===== src/rtl/uart_tx_arbiter.sv =====
// Round-robin arbiter feeding one shared UART transmitter.
// One pending byte is accepted per frame and sent as start, DATA_W data bits (LSB first), stop.
module uart_tx_arbiter #(
  parameter int NUM_REQ      = 4,
  parameter int DATA_W       = 8,
  parameter int CLKS_PER_BIT = 16
) (
  input  logic                          clk,
  input  logic                          rst,
  input  logic [NUM_REQ-1:0]            req_valid,
  input  logic [NUM_REQ*DATA_W-1:0]     req_data,
  output logic [NUM_REQ-1:0]            req_ready,
  output logic                          tx_out,
  output logic                          busy,
  output logic [$clog2(NUM_REQ)-1:0]    grant_idx
);

  localparam int IDX_W  = $clog2(NUM_REQ);
  localparam int BAUD_W = $clog2(CLKS_PER_BIT);
  localparam int BIT_W  = $clog2(DATA_W + 1);

  typedef enum logic [1:0] {IDLE, START, DATA, STOP} state_t;

  state_t              state_q, state_d;
  logic [BAUD_W-1:0]   baud_q, baud_d;
  logic [BIT_W-1:0]    bit_q, bit_d;
  logic [DATA_W-1:0]   shift_q, shift_d;
  logic                tx_q, tx_d;
  logic                busy_q, busy_d;
  logic [IDX_W-1:0]    grant_q, grant_d;
  logic [IDX_W-1:0]    ptr_q, ptr_d;

  logic [DATA_W-1:0]   req_bytes [NUM_REQ];
  logic                win_found;
  logic [IDX_W-1:0]    win_idx;
  logic [IDX_W-1:0]    cand_idx;
  int                  cand;
  logic                baud_tc;

  for (genvar gi = 0; gi < NUM_REQ; gi++) begin : g_unpack
    assign req_bytes[gi] = req_data[gi*DATA_W +: DATA_W];
  end

  // Search from ptr_q upward, wrapping, for the first pending requester.
  always_comb begin
    win_found = 1'b0;
    win_idx   = '0;
    cand      = 0;
    cand_idx  = '0;
    for (int k = 0; k < NUM_REQ; k++) begin
      cand = int'(ptr_q) + k;
      if (cand >= NUM_REQ) cand = cand - NUM_REQ;
      cand_idx = IDX_W'(cand);
      if (!win_found && req_valid[cand_idx]) begin
        win_found = 1'b1;
        win_idx   = cand_idx;
      end
    end
  end

  assign baud_tc = (baud_q == BAUD_W'(CLKS_PER_BIT - 1));

  always_comb begin
    state_d   = state_q;
    baud_d    = baud_q;
    bit_d     = bit_q;
    shift_d   = shift_q;
    tx_d      = tx_q;
    grant_d   = grant_q;
    ptr_d     = ptr_q;
    req_ready = '0;

    case (state_q)
      IDLE: begin
        tx_d = 1'b1;
        if (win_found) begin
          req_ready[win_idx] = 1'b1;
          shift_d = req_bytes[win_idx];
          grant_d = win_idx;
          ptr_d   = (win_idx == IDX_W'(NUM_REQ - 1)) ? '0 : win_idx + 1'b1;
          state_d = START;
          tx_d    = 1'b0;
          baud_d  = '0;
          bit_d   = '0;
        end
      end
      START: begin
        if (baud_tc) begin
          baud_d  = '0;
          state_d = DATA;
          tx_d    = shift_q[0];
          shift_d = shift_q >> 1;
        end else begin
          baud_d = baud_q + 1'b1;
        end
      end
      DATA: begin
        if (baud_tc) begin
          baud_d = '0;
          if (bit_q == BIT_W'(DATA_W - 1)) begin
            state_d = STOP;
            tx_d    = 1'b1;
          end else begin
            bit_d   = bit_q + 1'b1;
            tx_d    = shift_q[0];
            shift_d = shift_q >> 1;
          end
        end else begin
          baud_d = baud_q + 1'b1;
        end
      end
      STOP: begin
        if (baud_tc) begin
          baud_d  = '0;
          bit_d   = '0;
          state_d = IDLE;
        end else begin
          baud_d = baud_q + 1'b1;
        end
      end
      default: state_d = IDLE;
    endcase

    busy_d = (state_d != IDLE);
  end

  always_ff @(posedge clk or posedge rst) begin
    if (rst) begin
      state_q <= IDLE;
      baud_q  <= '0;
      bit_q   <= '0;
      shift_q <= '0;
      tx_q    <= 1'b1;
      busy_q  <= 1'b0;
      grant_q <= '0;
      ptr_q   <= '0;
    end else begin
      state_q <= state_d;
      baud_q  <= baud_d;
      bit_q   <= bit_d;
      shift_q <= shift_d;
      tx_q    <= tx_d;
      busy_q  <= busy_d;
      grant_q <= grant_d;
      ptr_q   <= ptr_d;
    end
  end

  assign tx_out    = tx_q;
  assign busy      = busy_q;
  assign grant_idx = grant_q;

endmodule


===== config.mk =====
export PLATFORM = sky130hd
export DESIGN_NAME = uart_tx_arbiter
export DESIGN_NICKNAME = d
export VERILOG_FILES = /design/src/rtl/uart_tx_arbiter.sv
export SDC_FILE = /design/constraint.sdc
export NUM_CORES = 1
export LEC_CHECK = 0
export ABC_AREA = 1
export CAP_MARGIN = 20
export CORE_ASPECT_RATIO = 1.1
export CORE_UTILIZATION = 43
export CTS_CLUSTER_SIZE = 16
export DETAILED_ROUTE_END_ITERATION = 8
export PLACE_DENSITY = 0.71
export SLEW_MARGIN = 25
export SYNTH_ARGS = -nofsm -noshare
export SYNTH_HDL_FRONTEND = slang
export SYNTH_SLANG_ARGS = --single-unit

===== constraint.sdc =====
create_clock -name clk -period 2.2 [get_ports clk]
set_input_delay 0.44 -clock clk [delete_from_list [all_inputs] [get_ports clk]]
set_output_delay 0.44 -clock clk [all_outputs]
set_load 0.01 [all_outputs]

==> results.yml <==
detailed_routing:
  drtPass1Iterations: 4
  postRouteAntennaNets: 0
  drt_iter0_drc: 134
  drc: 0
  vias: 2135
  viasPerCell: 5.05
  wl_um: 5490
  wl_per_cell_um: 13.0
sta:
  holdWs_ns: 0.491
  fin_crit_sh: 1.11
  finalHoldViolations: 0
  maxSlewViolCount: 0
  rsz0062_at_grt: "yes"
  tightest_slew_ns: 0.417
  maxSlewHeadroom: 0.722
  clock.fmax_ghz: 0.410
  setup-tns-final_ns: -0.887
  period_needed_ns: 2.44
  clock_skew_ns: 0.00274
  setup_viol: 4
  worst_slack_ns: -0.239
final_layout:
  syn2layout_area_growth_pct: 52.8
  multi_input_area_um2: 1270
  n_fill_cell: 340
  post-route-util: 0.709
  final_area_um2: 2890
  seqCellArea_um2: 604
  drive_gt1_frac: 0.286
  fin_cells: 423
  fin_nets: 416
  diodes: 0
die:
  std_cell_rows: 24
  core_area_um2: 4080
  initial_utilization: 0.464
  die_area_um2: 4680
  io_pins: 46
  die_x_um: 65.3
  die_y_um: 71.6
power:
  ir_worst_vdd_v: 0.000248
  power.density_nw_per_um2: 366
  power_leakage_nw: 1.41
synthesis:
  yosysTopAreaCell: "dfrtp_1"
  yosysTopAreaCellShare: 0.304
  yosysSeqAreaShare: 0.318
  ys_types: 32
  netlist_area_um2: 1890
  syn_inst: 286
  yosysWarnings: 0
  avgSynthCellArea_um2: 6.62
  synth_seq_cells: 24
  syn_nets: 330
  synth.area.top_cells: "dfrtp_1 30%, nand2_1 21%, nand3_1 9.0%"
grt:
  antenna_found_initial: 0
  grt_overflow_total: 0
  grt_pass1_wl_um: 8350
  grt_pass1_vias: 1921
  grt_usage: 0.223
  grt_max_degree: 25
clock_network:
  htreeDepth: 1
  numCtsBuffers: 3
  clock_sinks: 24
  cts_root_buf: "clkbuf_8"
  cts_tree: "yes"
  cts_hold_buf: 0
  path_clk_slew_ns: 0.10
  clk_latency_ns: 0.27
  cts_max_path_buffers: 2
placed_design:
  dp_cells: 406
  port-buffer-count: 45
  hpwl_um: 3660
  postPlaceCellArea_um2: 2580
  gp_congestion: 0.901
critical_path:
  crit_path_end_kind: "output port"
  reg2reg_from: "ptr_q[0]"
  critPathLaunchType: "flip-flop"
  r2r_slack_ns: 0.07
  rr_worst_depth: 12
  endpoint: "req_ready[1]"
  critPathKind: "reg -> out"
  reg2reg_to: "shift_q[3]"
  cp_max_fo: 5
  worst_ep_arrival_time_ns: 2.00
  worstPathRequired_ns: 1.76
  startpoint: "ptr_q[0]"
status:
  status: "complete, but fails checks"
  violations: "negative setup slack"
min_path:
  hp-class: "reg -> reg"
job:
  cap_violations: 0
[per-stage QoR]
| stage | total power, mW | setup slack (ns) |
|---|---|---|
| after detailed placement | 0.634 | -0.682 |
| after global routing | 1.09 | -0.317 |
| after floorplan | 0.535 | 0.156 |
| after global placement | 0.633 | -0.662 |
| after CTS | 1.04 | -0.141 |
| final | 1.06 | -0.239 |
[registers in the layout (all words and copies together) (netlist names)]
name       count
bit_q          4
shift_q        8
ptr_q          2
baud_q         4
busy           1
tx_out         1
state_q        2
grant_idx      2
[cell type report]
cell class              instances  share of cell area
well taps                      52              0.0225
clock inverters                 1              0.0104
flip-flops and latches         24               0.209
repair buffers                 88               0.268
repair inverters                1             0.00173
clock buffers                   3              0.0143
inverters                      25              0.0342
multi-input cells             229               0.440
[worst max-delay path: stages, from the launching register on]
cell	delay (ns)
dfrtp_2	0.46
buf_6	0.18
nand2_4	0.08
nand3_2	0.11
nand2_2	0.09
inv_2	0.08
nand2_1	0.06
nand2_2	0.10
nand3_4	0.11
nor2_4	0.15
inv_2	0.06
nor2_2	0.10
buf_2	0.13
[where the power goes]
group / switching [mW] / total (mW) / internal, mW / leakage, nW
registers: 0 / 0.441 / 0.441 / 0.283
clock network: 0.167 / 0.410 / 0.244 / 0.0357
logic: 0.0977 / 0.208 / 0.111 / 1.09
[synth_stat cells]
master / instances
a21boi_2: 1
o22ai_1: 1
o221ai_1: 1
xnor2_1: 1
xor2_1: 2
o31ai_1: 2
nor2_4: 3
buf_4: 2
a21oi_1: 2
nor3b_1: 1
or2_1: 1
nand3_2: 4
inv_1: 21
nor2_1: 27
or2_2: 1
buf_6: 4
o21ai_0: 11
nand3b_2: 1
nor2_2: 5
inv_2: 4
nand4_1: 5
o21a_1: 1
dfstp_2: 1
a22o_1: 1
dfrtp_1: 23
nand2_1: 107
nand2_2: 5
nand3_1: 34
ha_1: 6
buf_2: 2
nand3b_1: 1
o21ai_1: 5
[logic make-up after synthesis]
logic type               Yosys count  synth area share
buffers and inverters             33            0.0865
adder cells (fa/ha/maj)            6            0.0396
AND/OR/NAND/NOR                  195             0.464
AO/OA/AOI/OAI                     25            0.0779
XOR/XNOR                           3            0.0139
flip-flops                        24             0.318
[how the worst min path moves through the flow]
stage | from | to | slack [ns] | depth (start not counted)
3_5_place_dp | shift_q[5] | shift_q[5] | 0.47 | 2
6_report | shift_q[3] | shift_q[3] | 0.49 | 2
3_3_place_gp | shift_q[3] | shift_q[3] | 0.46 | 2
4_1_cts | shift_q[5] | shift_q[5] | 0.49 | 2
5_1_grt | shift_q[1] | shift_q[1] | 0.50 | 2
2_1_floorplan | shift_q[0] | shift_q[0] | 0.44 | 2
[layout by cell type (no fill, tap or decap), types with 6 or more instances in the layout]
| cell | n |
|---|---|
| nand2_1 | 87 |
| buf_4 | 38 |
| clkdlybuf4s50_1 | 37 |
| nand3_1 | 32 |
| nor2_1 | 24 |
| dfrtp_1 | 21 |
| nand2_2 | 20 |
| inv_1 | 19 |
| o21ai_0 | 11 |
| nor2_4 | 6 |
| ha_1 | 6 |
[metal layers]
metal / share of wire / wire length, um / vias up / GRT usage
met1: 0.46 / 2540 / 986 / 0.296
li1: - / - / 1084 / -
met4: 0.012 / 65 / 0 / 0.0314
met3: 0.044 / 240 / 6 / 0.0303
met2: 0.48 / 2640 / 59 / 0.388
met5: 0 / 0 / - / 0
[repair_timing]
action	CTS	global route
setup endpoints to repair	4	11
pin swaps	11	22
buffers inserted	6	7
gates cloned	1	1
gates resized for setup	41	29
hold endpoints to repair	0	0
(Power assumes the default switching activity.)
==> edit (same settings) <==
`DATA_W`: 8 -> 4.
--- a/src/rtl/uart_tx_arbiter.sv
+++ b/src/rtl/uart_tx_arbiter.sv
@@ -4,3 +4,3 @@
   parameter int NUM_REQ      = 4,
-  parameter int DATA_W       = 8,
+  parameter int DATA_W       = 4,
   parameter int CLKS_PER_BIT = 16
Interface: changed (resized req_data); port bits go from 46 to 30. The function was not compared with the original's and may differ.
==> edit against the unedited design <==
Count of clock-buffer cells in the layout up 1; wire length down 25%; synthesized area fell by 17%; non-clock buffer count fell by 27; via count fell by 22%; the run still ends with setup timing left; sequential cell count decreased by 5; critical endpoint is now req_ready[3]; combinational power is 22% lower; die area fell by 17%; sequential power fell by 21%; highest routed layer unchanged; setup slack lost 0.22 ns; final area down 20%; power down 35%.
==> edit: results (changes against the unedited design) <==
status:
  status: "complete, but fails checks"
  violations: "setup timing"
final_layout:
  num-nets-final: 326  # -22%
  drive_above_1_share_pct: 30.5  # +1.9 points
  clk_share_pct: 1.13  # -1.3 points
  bufAreaShareNonClock_pct: 24.0  # -2.8 points
  multi_input_gates: 166  # -28%
  syn2layout_area_growth_pct: 48.3
  clkbuf_count: 4  # +1
  non_clock_inverter_count: 42  # +62%
  seqCellArea_sq_um: 478  # -21%
route:
  wl_met3_um: 113  # -53%
  viasPerCell: 4.92  # -2.5%
  drtIter0Drc: 57  # -57%
synthesis:
  syn_inst: 228  # -20%
  yosysSeqAreaShare_pct: 30.4  # -1.3 points
  synth_commonest_cells: "67 x nand2_1, 37 x inv_1, 25 x nand3_1, 18 x dfrtp_1, 16 x nor2_1"
clock_network:
  clock_sinks: 19  # -21%
  root_buffer: "clkbuf_4"
placement:
  place_hpwl_um: 2840  # -22%
  pre_cts_ws_ns: -0.797  # -0.115 ns
pwr:
  powerSeq_uw: 349  # -21%
  ir_drop_v: 0.000369  # +49%
grt:
  track_usage_pct: 20.3  # -1.9 points
  met3_usage_pct: 3.54  # +0.52 points
  grt_pass1_wl_um: 6160  # -26%
  grt_max_degree: 20  # -20%
  grtUsageMet1_pct: 24.9  # -4.7 points
timing:
  tns_ns: -1.64  # -0.756 ns
  report.final.setup_viol: 4  # unchanged
  worst_slack_ns: -0.457  # -0.218 ns
worst_setup_path:
  worstPathArrival_ns: 2.22  # +0.22 ns
## edit: worst max-delay path: stages
cell and delay [ns]:
clkdlybuf4s50_1 0.50, inv_1 0.06, nand2_1 0.10, nand3_2 0.08, nand2_2 0.10, nor2_4 0.05
buf_4 0.13, nand3_4 0.07, nand3_4 0.11, inv_4 0.10, ha_1 0.15, inv_1 0.04
nor2_1 0.13, buf_2 0.17
## edit: logic make-up after synthesis
family / synth area share, %
simple gates: 40.3
buf+inv: 11.3
compound gates: 8.55
flops: 30.4
fa+ha+maj: 8.79
xor+xnor: 0.559
## edit: worst paths after layout
path                                end  cells past startpoint  slack, ns
max                        req_ready[3]                     14      -0.46
min                          shift_q[1]                      3       0.46
max reg2reg                        busy                     16       0.08
min reg2reg                  shift_q[1]                      2       0.49
max in group asynchronous        tx_out                      3       1.48
min in group clk             shift_q[1]                      2       0.49
